--- src/rtl/multicycle_controller_if.sv ---
// multicycle_controller_if
//   Bundles the instruction fields and the control word exchanged between the
//   multi-cycle controller and its datapath.
//   Ports (as seen by the controller through modport master):
//     op[6:0]        Instr[6:0] from the instruction register
//     funct3[2:0]    Instr[14:12]
//     funct7b5       Instr[30]
//     Zero           ALU zero flag
//     PCWrite, AdrSrc, MemWrite, IRWrite, RegWrite     enables / 1-bit selects
//     ResultSrc[1:0], ALUSrcA[1:0], ALUSrcB[1:0]       mux selects
//     ALUControl[2:0], ImmSrc[1:0]                     ALU op, immediate format
//     State[3:0]     current state code (debug)
//     Illegal        high while halted on an unsupported opcode
//   Modport slave is the datapath side.
interface multicycle_controller_if;
  logic [6:0] op;
  logic [2:0] funct3;
  logic       funct7b5;
  logic       Zero;
  logic       PCWrite;
  logic       AdrSrc;
  logic       MemWrite;
  logic       IRWrite;
  logic       RegWrite;
  logic [1:0] ResultSrc;
  logic [1:0] ALUSrcA;
  logic [1:0] ALUSrcB;
  logic [2:0] ALUControl;
  logic [1:0] ImmSrc;
  logic [3:0] State;
  logic       Illegal;

  modport master (
    input  op, funct3, funct7b5, Zero,
    output PCWrite, AdrSrc, MemWrite, IRWrite, RegWrite,
           ResultSrc, ALUSrcA, ALUSrcB, ALUControl, ImmSrc, State, Illegal
  );

  modport slave (
    output op, funct3, funct7b5, Zero,
    input  PCWrite, AdrSrc, MemWrite, IRWrite, RegWrite,
           ResultSrc, ALUSrcA, ALUSrcB, ALUControl, ImmSrc, State, Illegal
  );
endinterface

--- src/rtl/multicycle_controller.sv ---
// multicycle_controller
//   Moore control FSM for the multi-cycle RV32I datapath (shared memory,
//   IR/OldPC, ALUOut/Data/A/B holding registers). Supports lw, sw, R-type,
//   I-type ALU, beq, bne and jal, one state per clock.
//   Ports:
//     clk    rising-edge clock
//     reset  asynchronous active-high reset, forces FETCH
//     ctrl   multicycle_controller_if.master (instruction fields in,
//            control word out)
//   Configuration macro: ILLEGAL_HALT_EN
//     defined   -> unsupported opcode halts in HALT with Illegal=1 until reset
//     undefined -> unsupported opcode is a 2-cycle NOP, Illegal tied 0
module multicycle_controller (
  input  logic                          clk,
  input  logic                          reset,
  multicycle_controller_if.master       ctrl
);

  typedef enum logic [3:0] {
    FETCH    = 4'd0,
    DECODE   = 4'd1,
    MEMADR   = 4'd2,
    MEMREAD  = 4'd3,
    MEMWB    = 4'd4,
    MEMWRITE = 4'd5,
    EXECUTER = 4'd6,
    EXECUTEI = 4'd7,
    ALUWB    = 4'd8,
    BRANCH   = 4'd9,
    JAL      = 4'd10,
    HALT     = 4'd11
  } state_t;

  localparam logic [6:0] OP_LW  = 7'b0000011;
  localparam logic [6:0] OP_SW  = 7'b0100011;
  localparam logic [6:0] OP_R   = 7'b0110011;
  localparam logic [6:0] OP_I   = 7'b0010011;
  localparam logic [6:0] OP_BR  = 7'b1100011;
  localparam logic [6:0] OP_JAL = 7'b1101111;

  localparam logic [2:0] ALU_ADD = 3'b000;
  localparam logic [2:0] ALU_SUB = 3'b001;
  localparam logic [2:0] ALU_AND = 3'b010;
  localparam logic [2:0] ALU_OR  = 3'b011;
  localparam logic [2:0] ALU_SLT = 3'b101;

  state_t state;
  logic [2:0] alu_decoded;

  // State register and next-state logic. The IR holds op stable for the whole
  // instruction, so MEMADR can still tell lw from sw by looking at op.
  always_ff @(posedge clk or posedge reset) begin
    if (reset) begin
      state <= FETCH;
    end else begin
      case (state)
        FETCH:    state <= DECODE;
        DECODE: begin
          case (ctrl.op)
            OP_LW, OP_SW: state <= MEMADR;
            OP_R:         state <= EXECUTER;
            OP_I:         state <= EXECUTEI;
            OP_BR:        state <= BRANCH;
            OP_JAL:       state <= JAL;
`ifdef ILLEGAL_HALT_EN
            default:      state <= HALT;
`else
            default:      state <= FETCH;
`endif
          endcase
        end
        MEMADR:   state <= (ctrl.op == OP_SW) ? MEMWRITE : MEMREAD;
        MEMREAD:  state <= MEMWB;
        MEMWB:    state <= FETCH;
        MEMWRITE: state <= FETCH;
        EXECUTER: state <= ALUWB;
        EXECUTEI: state <= ALUWB;
        ALUWB:    state <= FETCH;
        BRANCH:   state <= FETCH;
        JAL:      state <= ALUWB;
`ifdef ILLEGAL_HALT_EN
        HALT:     state <= HALT;
`endif
        default:  state <= FETCH;
      endcase
    end
  end

  // ALU operation for the two execute states. Only R-type with Instr[30] set
  // subtracts; addi ignores Instr[30] because it is part of the immediate.
  always_comb begin
    alu_decoded = ALU_ADD;
    case (ctrl.funct3)
      3'b000:  alu_decoded = ((ctrl.op == OP_R) && ctrl.funct7b5) ? ALU_SUB : ALU_ADD;
      3'b010:  alu_decoded = ALU_SLT;
      3'b110:  alu_decoded = ALU_OR;
      3'b111:  alu_decoded = ALU_AND;
      default: alu_decoded = ALU_ADD;
    endcase
  end

  // Control word per state. Everything defaults to 00/0 so each state only
  // lists what it drives. Zero only matters in BRANCH.
  always_comb begin
    ctrl.PCWrite    = 1'b0;
    ctrl.AdrSrc     = 1'b0;
    ctrl.MemWrite   = 1'b0;
    ctrl.IRWrite    = 1'b0;
    ctrl.RegWrite   = 1'b0;
    ctrl.ResultSrc  = 2'b00;
    ctrl.ALUSrcA    = 2'b00;
    ctrl.ALUSrcB    = 2'b00;
    ctrl.ALUControl = ALU_ADD;
    case (state)
      FETCH: begin
        ctrl.IRWrite   = 1'b1;
        ctrl.ALUSrcB   = 2'b10;
        ctrl.ResultSrc = 2'b10;
        ctrl.PCWrite   = 1'b1;
      end
      DECODE: begin
        ctrl.ALUSrcA = 2'b01;
        ctrl.ALUSrcB = 2'b01;
      end
      MEMADR: begin
        ctrl.ALUSrcA = 2'b10;
        ctrl.ALUSrcB = 2'b01;
      end
      MEMREAD: begin
        ctrl.AdrSrc = 1'b1;
      end
      MEMWB: begin
        ctrl.ResultSrc = 2'b01;
        ctrl.RegWrite  = 1'b1;
      end
      MEMWRITE: begin
        ctrl.AdrSrc   = 1'b1;
        ctrl.MemWrite = 1'b1;
      end
      EXECUTER: begin
        ctrl.ALUSrcA    = 2'b10;
        ctrl.ALUControl = alu_decoded;
      end
      EXECUTEI: begin
        ctrl.ALUSrcA    = 2'b10;
        ctrl.ALUSrcB    = 2'b01;
        ctrl.ALUControl = alu_decoded;
      end
      ALUWB: begin
        ctrl.RegWrite = 1'b1;
      end
      BRANCH: begin
        ctrl.ALUSrcA    = 2'b10;
        ctrl.ALUControl = ALU_SUB;
        if (ctrl.funct3 == 3'b000)
          ctrl.PCWrite = ctrl.Zero;
        else if (ctrl.funct3 == 3'b001)
          ctrl.PCWrite = ~ctrl.Zero;
      end
      JAL: begin
        ctrl.ALUSrcA = 2'b01;
        ctrl.ALUSrcB = 2'b10;
        ctrl.PCWrite = 1'b1;
      end
      default: begin
        ctrl.PCWrite = 1'b0;
      end
    endcase
  end

  // Immediate format depends only on the opcode, valid in every state.
  always_comb begin
    case (ctrl.op)
      OP_SW:   ctrl.ImmSrc = 2'b01;
      OP_BR:   ctrl.ImmSrc = 2'b10;
      OP_JAL:  ctrl.ImmSrc = 2'b11;
      default: ctrl.ImmSrc = 2'b00;
    endcase
  end

  assign ctrl.State = state;

`ifdef ILLEGAL_HALT_EN
  assign ctrl.Illegal = (state == HALT);
`else
  assign ctrl.Illegal = 1'b0;
`endif

endmodule

--- src/flat_wrapper.sv ---
// flat-port wrapper written by rule: the top's interface ports become plain ports
module multicycle_controller_flat 
  (clk, reset, ctrl_op, ctrl_funct3, ctrl_funct7b5, ctrl_Zero, ctrl_PCWrite, ctrl_AdrSrc, ctrl_MemWrite, ctrl_IRWrite, ctrl_RegWrite, ctrl_ResultSrc, ctrl_ALUSrcA, ctrl_ALUSrcB, ctrl_ALUControl, ctrl_ImmSrc, ctrl_State, ctrl_Illegal);
  multicycle_controller_if ctrl_i ();
  input  logic clk;
  input  logic reset;
  input wire logic [$bits(ctrl_i.op)-1:0] ctrl_op;
  input wire logic [$bits(ctrl_i.funct3)-1:0] ctrl_funct3;
  input wire logic [$bits(ctrl_i.funct7b5)-1:0] ctrl_funct7b5;
  input wire logic [$bits(ctrl_i.Zero)-1:0] ctrl_Zero;
  output wire logic [$bits(ctrl_i.PCWrite)-1:0] ctrl_PCWrite;
  output wire logic [$bits(ctrl_i.AdrSrc)-1:0] ctrl_AdrSrc;
  output wire logic [$bits(ctrl_i.MemWrite)-1:0] ctrl_MemWrite;
  output wire logic [$bits(ctrl_i.IRWrite)-1:0] ctrl_IRWrite;
  output wire logic [$bits(ctrl_i.RegWrite)-1:0] ctrl_RegWrite;
  output wire logic [$bits(ctrl_i.ResultSrc)-1:0] ctrl_ResultSrc;
  output wire logic [$bits(ctrl_i.ALUSrcA)-1:0] ctrl_ALUSrcA;
  output wire logic [$bits(ctrl_i.ALUSrcB)-1:0] ctrl_ALUSrcB;
  output wire logic [$bits(ctrl_i.ALUControl)-1:0] ctrl_ALUControl;
  output wire logic [$bits(ctrl_i.ImmSrc)-1:0] ctrl_ImmSrc;
  output wire logic [$bits(ctrl_i.State)-1:0] ctrl_State;
  output wire logic [$bits(ctrl_i.Illegal)-1:0] ctrl_Illegal;
  assign ctrl_i.op = ctrl_op;
  assign ctrl_i.funct3 = ctrl_funct3;
  assign ctrl_i.funct7b5 = ctrl_funct7b5;
  assign ctrl_i.Zero = ctrl_Zero;
  assign ctrl_PCWrite = ctrl_i.PCWrite;
  assign ctrl_AdrSrc = ctrl_i.AdrSrc;
  assign ctrl_MemWrite = ctrl_i.MemWrite;
  assign ctrl_IRWrite = ctrl_i.IRWrite;
  assign ctrl_RegWrite = ctrl_i.RegWrite;
  assign ctrl_ResultSrc = ctrl_i.ResultSrc;
  assign ctrl_ALUSrcA = ctrl_i.ALUSrcA;
  assign ctrl_ALUSrcB = ctrl_i.ALUSrcB;
  assign ctrl_ALUControl = ctrl_i.ALUControl;
  assign ctrl_ImmSrc = ctrl_i.ImmSrc;
  assign ctrl_State = ctrl_i.State;
  assign ctrl_Illegal = ctrl_i.Illegal;
  multicycle_controller u_core (.clk(clk), .reset(reset), .ctrl(ctrl_i));
endmodule
--- config.mk ---
export PLATFORM = sky130hd
export DESIGN_NAME = multicycle_controller_flat
export DESIGN_NICKNAME = d
export VERILOG_FILES = /design/src/rtl/multicycle_controller_if.sv /design/src/rtl/multicycle_controller.sv /design/src/flat_wrapper.sv
export SDC_FILE = /design/constraint.sdc
export NUM_CORES = 1
export LEC_CHECK = 0
export ABC_CLOCK_PERIOD_IN_PS = 3000
export BUFFER_PORTS_ARGS = -buffer_cell sky130_fd_sc_hd__buf_2
export CORE_AREA = 2 2 39 41
export CTS_BUF_LIST = sky130_fd_sc_hd__clkbuf_8
export DETAILED_ROUTE_END_ITERATION = 10
export DIE_AREA = 0 0 41 43
export HOLD_SLACK_MARGIN = 0.15
export PLACE_DENSITY = 0.79
export SYNTH_ARGS = -nofsm -noshare
export SYNTH_HDL_FRONTEND = slang
export SYNTH_SLANG_ARGS = --single-unit
--- constraint.sdc ---
create_clock -name clk -period 3 [get_ports clk]
set_input_delay 0.15 -clock clk [delete_from_list [all_inputs] [get_ports clk]]
set_output_delay 0.15 -clock clk [all_outputs]
set_load 0.01 [all_outputs]
### Word level (Yosys, flattened, before mapping)

Cells that the tools add are included.

| cells by class | value |
|---|---|
| equality and inequality tests | 20 |
| mux-type cells | 17 |
| bitwise logic cells | 1 |
| reduce and logical (&&, ||, !) cells | 12 |

Operators with widths:

| kind | count |
|---|---|
| $pmux W4 S5 | 2 |
| $eq A4 B3 Y1 const B | 4 |
| $eq A7 B6 Y1 const B | 2 |
| $eq A7 B7 Y1 const B | 2 |
| $eq A4 B4 Y1 const B | 3 |
| $pmux W2 S2 | 3 |
| $pmux W3 S4 | 1 |
| $reduce_or A2 Y1 | 6 |
| $eq A4 B2 Y1 const B | 2 |
| $eq A7 B2 Y1 const B | 1 |
| $eq A7 B5 Y1 const B | 1 |
| $mux W1 | 7 |
| $eq A3 B3 Y1 const B | 2 |
| $pmux W2 S3 | 1 |
| $pmux W3 S2 | 1 |
| $reduce_or A3 Y1 | 2 |
| $eq A4 B1 Y1 const B | 1 |
| $logic_not A4 Y1 | 1 |
| $reduce_or A4 Y1 | 1 |
| $eq A3 B1 Y1 const B | 1 |
| $eq A3 B2 Y1 const B | 1 |
| $logic_not A3 Y1 | 1 |
| $mux W3 | 1 |
| $pmux W1 S2 | 1 |
| 2 further kinds | 2 |

| storage, ports and cells | value |
|---|---|
| bits in registers | 4 |
| output and inout bits | 21 |

### Longest topological paths before layout

Gate-level depths: netlist of the first run.

| logic depth | value |
|---|---|
| depth in word-level cells | 5 |
| mapped depth | 5 |
| gate-level depth less buffers | 4 |

### Worst setup path after synthesis of the first run

OpenSTA, ideal clock, no wires.

| timing path | value |
|---|---|
| path kind | register -> output |
| start | register u_core.state[0], in the netlist u_core.ctrl.State[0] |
| end | output port ctrl_ResultSrc[1] |
| arrival | 1.341 ns |
| required time | 2.850 ns |
| path slack | 1.509 ns |
| cell stages (with the launch flop) | 5 |
| buffers on the path | 3 |
| path through | dfrtp_1 -> clkbuf_1 -> clkbuf_1 -> nor3_1 -> buf_4 |

| on the way | value |
|---|---|
| word-level cells in the longest chain between the ends | 2 |

RTL lines:

| item | line | text |
|---|---|---|
| start, declared | multicycle_controller.sv:47 | `state_t state;` |
| start signal, assigned | multicycle_controller.sv:72 | `MEMADR: state <= (ctrl.op == OP_SW) ? MEMWRITE : MEMREAD;` |
| $eq A4 B3 Y1 or $logic_not A4 Y1 (tied branches) | multicycle_controller.sv:114 | `case (state)` |
| $pmux W2 S2 (*) | multicycle_controller.sv:114 |  |
| end, declared | flat_wrapper.sv:16 | `output wire logic [$bits(ctrl_i.ResultSrc)-1:0] ctrl_ResultSrc;` |

Mark *: on every way between the ends. The rest lies on a longest branch, timed or not.

### Worst setup path after layout of the first run

| timing path | value |
|---|---|
| start | register u_core.state[0], in the netlist u_core.ctrl.State[0] |
| end | output port ctrl_PCWrite |

| on the way | value |
|---|---|
| word-level cells in the longest chain between the ends | 3 |

RTL lines:

| item | line | text |
|---|---|---|
| $eq A4 B4 Y1 or $logic_not A4 Y1 (tied branches) | multicycle_controller.sv:114 |  |
| $reduce_or A2 Y1 (no line) | - |  |
| $pmux W1 S2 (*) | multicycle_controller.sv:114 |  |
| end, declared | flat_wrapper.sv:11 | `output wire logic [$bits(ctrl_i.PCWrite)-1:0] ctrl_PCWrite;` |

Marked as above.

==> flow_summary.toml, run 1 <==
[status]
status = "finished, final reports clean"

[floorplanning]
die_y_um = 43
initial_core_util = 0.4087
dieArea_mm2 = 0.001763
design.core.area_mm2 = 0.001384
io_pins = 35
die_w_um = 41
rows = 14

[timing]
slew_viol_final = 0
clock-skew-final_ns = 0.002626
setup_tns_ns = 0
timing.fmax_mhz = 551.9
max_slew_margin = 0.6495
finalHoldViolCount = 0
fin_crit_sh = 0.6040
rsz0062_at_grt = "false"
finalCriticalPeriod_ns = 1.812
finalSetupViolations = 0
tightest_slew_ns = 0.5257

[routing]
wl_um = 1341
avgViaCountPerCell = 5.106
vias = 628
antenna_left = 0
drt_iter0_drc = 6
drc = 0
drt-pass1-iter-count = 4
post_drt_wl_per_cell_um = 10.90

[synthesis]
synth_seq_cells = 4
syn_nets = 91
synthTopCellsByArea = "dfrtp_1 (18%), nor2_1 (6.6%), xnor2_1 (6.2%)"
synth_cells = 77
synth_area_um2 = 565.5
synth.avg_cell_area_um2 = 7.345
synth_top_area_share = 0.1770
yosys.cell_types.count = 34
seq_area_frac_synth = 0.1770
yosysWarnings = 0
synth_top_cell_by_area = "dfrtp_1"

[power]
leakage_uw = 0.0003814
p_per_area_mw_per_mm2 = 581.6
vdd_drop_max_mv = 0.3946

[setup_path]
critPathCaptureType = "primary output"
worstSetupPathType = "reg2out"
worstPathRequired_ns = 2.85
cp_slowest_cell = "dfrtp_1"
regToRegSetupSlack_ns = 1.51
r2r_cells = 4
max_stage_delay_ns = 0.66
cp.arrival_ns = 1.66
path_max_fanout = 18
regToRegEndpoint = "u_core.ctrl.State[0]"
reg2reg_from = "u_core.ctrl.State[2]"
crit_chain = "nand2_1, nor4_1, o21ai_0, a21oi_1, buf_2"
start_kind = "register"

[clock_tree]
clockBufferDepth = 2
clk_latency_ns = 0.21
cts_tree = "done"
clock-root-buffer = "clkbuf_8"
clock_sinks = 4
htree_levels = 1
cts_resized = 0
numCtsBuffers = 3
cts.clk_slew.worst_paths_ns = 0.03

[final_layout]
layoutNonFillerInstCount = 123
syn_to_final_growth_pct = 31.42
largest_reg_flops = 4
drive_gt1_frac = 0.4112
finalNetCount = 123
antennaDiodeCount = 0

[placed_design]
dp_hpwl_um = 1036
dp.cells = 119
io_buffers = 33
place_congestion = 0.7144

[worst_hold_path]
min_path_cells = 3
hold_path_end = "u_core.ctrl.State[0]"
worst_hold_path_type = "in2reg"
min_from = "ctrl_op[0]"

[grt]
grt_max_degree = 19
grt_pass1_vias = 512
gr-total-overflow = 0
antenna_found_initial = 0
track_usage = 0.1673
grt_pass1_wl_um = 2049

[run]
maxCapViolCount = 0
## layout by cell type (no fill, tap or decap), drive strengths merged, types with 2 or more instances in the layout
master,n
clkbuf,3
dfrtp,4
o41ai,2
xnor2,4
and3,2
o21ai,4
inv,5
nor2,11
buf,33
nand2,4
a21oi,6
or3,2
nor3,5
xor2,2
nand3,5
nand2b,2
## cells in the mapped netlist, drive strengths merged
cell	instances
a21o	1
conb	1
xnor2	4
nor2	11
inv	5
nand4	1
and4b	1
a21oi	6
o22ai	1
xor2	2
a41oi	1
o21a	1
nand2	4
dfrtp	4
nand2b	2
nand4b	1
o41ai	2
nand3	5
nor4	1
or3	2
or2	1
o31a	1
nor3	5
buf	4
o21ai	4
clkbuf	3
o2bb2ai	1
and3	2
## final cells by class
type,count,area [µm²]
fill,146,640.6
multi-input combinational,61,387.9
timing repair buffer,34,175.2
sequential,4,100.1
clock buffer,3,41.29
tap,16,20.02
inverter,5,18.77
## critical path, delay by kind of cell, from the launching register on
kind | cells | cell delay, ns
AOI/OAI and AO/OA | 2 | 0.28
buffers and inverters | 1 | 0.15
DFF | 1 | 0.66
and+or+nand+nor | 2 | 0.37
## routing by layer
layer,wire [µm],vias to the layer above,share of wire,track usage
li1,-,331,-,-
met1,599,265,0.45,0.1922
met2,640,28,0.48,0.2750
met3,76,4,0.057,0.03141
met4,24,0,0.018,0.08667
met5,0,-,0,0
## report_power, final
part | switching (µW) | internal [µW] | leakage (µW)
logic | 114 | 105 | 0.000306
registers | 41.4 | 63.3 | 0.0000534
clock network | 23.7 | 85.2 | 0.0000216
## worst max path at each step
| stage | start | endpoint | slack [ns] | depth (start not counted) |
|---|---|---|---|---|
| final | u_core.ctrl.State[0] | ctrl_PCWrite | 1.19 | 5 |
| after global routing | u_core.ctrl.State[0] | ctrl_PCWrite | 1.06 | 5 |
| after CTS | u_core.ctrl.State[0] | ctrl_PCWrite | 1.21 | 5 |
| after detailed placement | u_core.ctrl.State[0] | ctrl_PCWrite | 1.43 | 5 |
| after global placement | ctrl_op[3] | ctrl_ALUControl[0] | 1.51 | 6 |
| after floorplan | u_core.ctrl.State[0] | ctrl_ResultSrc[1] | 1.51 | 4 |
## repair_timing
action,4_1_cts,5_1_grt
endpoints found under the hold margin,4,0
hold buffers,1,0
buffers inserted,0,0
## cell families (layout without fill, tap and decap cells)
| family | Yosys count | count (layout) | share of synthesized area |
|---|---|---|---|
| and+or+nand+nor | 36 | 36 | 0.3429 |
| buffers and inverters | 12 | 42 | 0.1371 |
| DFF | 4 | 4 | 0.1770 |
| other | 1 | 1 | 0.006631 |
| AOI/OAI and AO/OA | 18 | 18 | 0.2434 |
| xor gates and xnor gates | 6 | 6 | 0.09292 |
## through the flow
stage / utilization / area [µm²] / hold slack (ns) / setup WS, ns / power [µW]
final: 0.5371 / 743.2 / 0.2999 / 1.188 / 432.3
after global placement: 0.5000 / 691.9 / 0.02627 / 1.509 / 318.3
after global routing: 0.5371 / 743.2 / 0.3390 / 1.063 / 475.4
after floorplan: - / 565.5 / -0.08392 / 1.509 / 259.2
after CTS: 0.5371 / 743.2 / 0.3005 / 1.205 / 434.3
after detailed placement: 0.5000 / 691.9 / 0.03023 / 1.425 / 323.5
Note: power is estimated with default switching activity, not from simulation.
==> run 2, diff against run 1 <==
--- a/config.mk
+++ b/config.mk
@@ -5,14 +5,14 @@
 export SDC_FILE = /design/constraint.sdc
 export NUM_CORES = 1
 export LEC_CHECK = 0
-export ABC_CLOCK_PERIOD_IN_PS = 3000
+export ABC_CLOCK_PERIOD_IN_PS = 1800
 export BUFFER_PORTS_ARGS = -buffer_cell sky130_fd_sc_hd__buf_2
-export CORE_AREA = 2 2 39 41
+export CORE_MARGIN = 2
+export CORE_UTILIZATION = 43
 export CTS_BUF_LIST = sky130_fd_sc_hd__clkbuf_8
 export DETAILED_ROUTE_END_ITERATION = 10
-export DIE_AREA = 0 0 41 43
 export HOLD_SLACK_MARGIN = 0.15
-export PLACE_DENSITY = 0.79
+export PLACE_DENSITY = 0.8
 export SYNTH_ARGS = -nofsm -noshare
 export SYNTH_HDL_FRONTEND = slang
 export SYNTH_SLANG_ARGS = --single-unit
==> constraint.sdc (replaced) <==
create_clock -name clk -period 1.8 [get_ports clk]
set_input_delay 0.09 -clock clk [delete_from_list [all_inputs] [get_ports clk]]
set_output_delay 0.09 -clock clk [all_outputs]
set_load 0.01 [all_outputs]
==> run 2 against run 1 <==
  * First-iteration DRC count grew 17%
  * Combinational power grew 70%
  * Clock skew is essentially flat
  * Register-to-register slack lost 1.2 ns
  * Design area grew 1.0%
  * Clock power grew 68%
  * Highest routed layer unchanged
  * Sequential share of layout area is essentially flat
  * Largest cell class unchanged
  * Count of clock-buffer cells in the layout is the same
  * Hold slack lost 0.058 ns
  * Global-route usage grew 1.6 points
  * Non-clock buffer count grew 1
  * Die area shrank 8.0%
==> flow_summary.toml, run 2 (same netlist as run 1, synthesis figures left out) <==
[placed_design]
place_congestion = 0.7669
io_buffers = 33
dp_hpwl_um = 1007

[setup_path]
cp_slowest_cell = "dfrtp_1"
cp.arrival_ns = 1.60
critical_path_buf_inv_count = 2
path_delay_family = "flip-flops"
worstSetupPathType = "reg2out"
critPathCaptureType = "primary output"
max_stage_delay_ns = 0.58
crit_chain = "inv_2, or3_1, a21oi_1, buf_2"
start_kind = "register"
r2r_cells = 4
worstPathRequired_ns = 1.71
path_max_fanout = 12
regToRegSetupSlack_ns = 0.34
regToRegEndpoint = "u_core.ctrl.State[0]"
reg2reg_from = "u_core.ctrl.State[3]"

[grt]
antenna_found_initial = 0
grt_pass1_wl_um = 1856
grt_max_degree = 19
gr-total-overflow = 0
track_usage = 0.1837
grt_pass1_vias = 451

[final_layout]
final_cell_mix = "buf_2 (33), nor2_1 (10), a21oi_1 (6), nor3_1 (5), nand3_1 (5)"
nFillCells = 114
syn_to_final_growth_pct = 32.74
largest_reg_flops = 4
layout_commonest_cell = "buf_2"
antennaDiodeCount = 0
finalNetCount = 124
fin_util = 0.5917
drive_gt1_frac = 0.4259

[routing]
avgViaCountPerCell = 5.285
drt_iter0_drc = 7
vias = 650
drt-pass1-iter-count = 4
post_drt_wl_per_cell_um = 10.63
wl_um = 1307
antenna_left = 0
drc = 0

[floorplanning]
die_w_um = 40.27
design.core.area_mm2 = 0.001269
dieArea_mm2 = 0.001621
rows = 13
io_pins = 35
die_y_um = 40.27
initial_core_util = 0.4458

[worst_hold_path]
min_from = "ctrl_op[0]"
worst_hold_path_type = "in2reg"
hold_path_end = "u_core.ctrl.State[0]"
min_path_cells = 3

[timing]
setup_tns_ns = 0
slew_viol_final = 0
rsz0062_at_grt = "false"
finalHoldViolCount = 0
fin_crit_sh = 0.9380
clock-skew-final_ns = 0.002649
finalCriticalPeriod_ns = 1.688
finalSetupViolations = 0
timing.fmax_mhz = 592.2

[power]
combPwrFrac = 0.511
power_switching_uw = 300.9
intPower_uw = 426.9
switching_share = 0.4134
leakage_uw = 0.0003858
vdd_drop_max_mv = 0.6153
p_per_area_mw_per_mm2 = 969.5
p_seq_frac = 0.237
pwr-share-clk = 0.252

[clock_tree]
post_cts_buffers = 0
numCtsBuffers = 3
clockBufferDepth = 2
cts_tree = "done"
htree_levels = 1
cts.clk_slew.worst_paths_ns = 0.03
clock-root-buffer = "clkbuf_8"
clock_sinks = 4
clk_latency_ns = 0.21

[status]
status = "finished, final reports clean"

[run]
maxCapViolCount = 0
## run 2: how the worst max path moves through the flow
stage	from	endpoint	slack, ns	cells after the start
after floorplan	u_core.ctrl.State[0]	ctrl_ResultSrc[1]	0.37	4
after global placement	u_core.ctrl.State[0]	ctrl_PCWrite	0.33	5
after detailed placement	u_core.ctrl.State[1]	ctrl_PCWrite	0.32	4
after CTS	u_core.ctrl.State[1]	ctrl_PCWrite	0.10	4
after global routing	u_core.ctrl.State[1]	ctrl_PCWrite	0.003	4
final	u_core.ctrl.State[1]	ctrl_ALUSrcA[0]	0.11	4
## run 2: worst reg2reg max path, stage by stage, from the launching register on
cell     delay [ns]
dfrtp_1        0.49
or2_2          0.38
nor2_1         0.16
nand4_1        0.16
o22ai_2        0.19
## run 2: layer usage
| metal | routed length [µm] | vias up | track usage |
|---|---|---|---|
| met5 | 0 | - | 0 |
| met4 | 36 | 0 | 0.1750 |
| met3 | 85 | 4 | 0.05000 |
| met2 | 589 | 26 | 0.2661 |
| met1 | 596 | 286 | 0.2140 |
| li1 | - | 334 | - |
## run 2: cell type report
class,instances,area [µm²],share of cell area
well taps,15,18.77,0.02500
clock buffers,3,41.29,0.05500
multi-input cells,61,387.9,0.5167
flip-flops and latches,4,101.3,0.1350
inverters,5,18.77,0.02500
repair buffers,35,182.7,0.2433
## run 2: power groups by stage
| stage | logic (µW) | clock network, µW | registers (µW) |
|---|---|---|---|
| 2_1_floorplan | 308 | 0 | 124 |
| 3_3_place_gp | 368 | 0 | 169 |
| 3_5_place_dp | 372 | 0 | 169 |
| 4_1_cts | 375 | 187 | 168 |
| 5_1_grt | 419 | 196 | 177 |
| 6_report | 372 | 183 | 173 |
## run 2: timing repair
item / 4_1_cts / 5_1_grt
hold endpoints to repair: 4 / 0
hold buffers: 1 / 0
setup endpoints to repair: 0 / 1
resized for setup: 0 / 1
## run 2: metrics by stage
step           setup slack (ns)  hold slack, ns  cell area [µm²]  total power, µW  cells
2_1_floorplan            0.3693         -0.1439            565.5            432.1     77
3_3_place_gp             0.3329        -0.03345            698.2            537.5    119
3_5_place_dp             0.3228        -0.02155            698.2            541.0    119
4_1_cts                  0.1015          0.2407            749.5            730.2    123
5_1_grt                0.002516          0.2488            750.7            791.8    123
6_report                 0.1115          0.2415            750.7            727.8    123
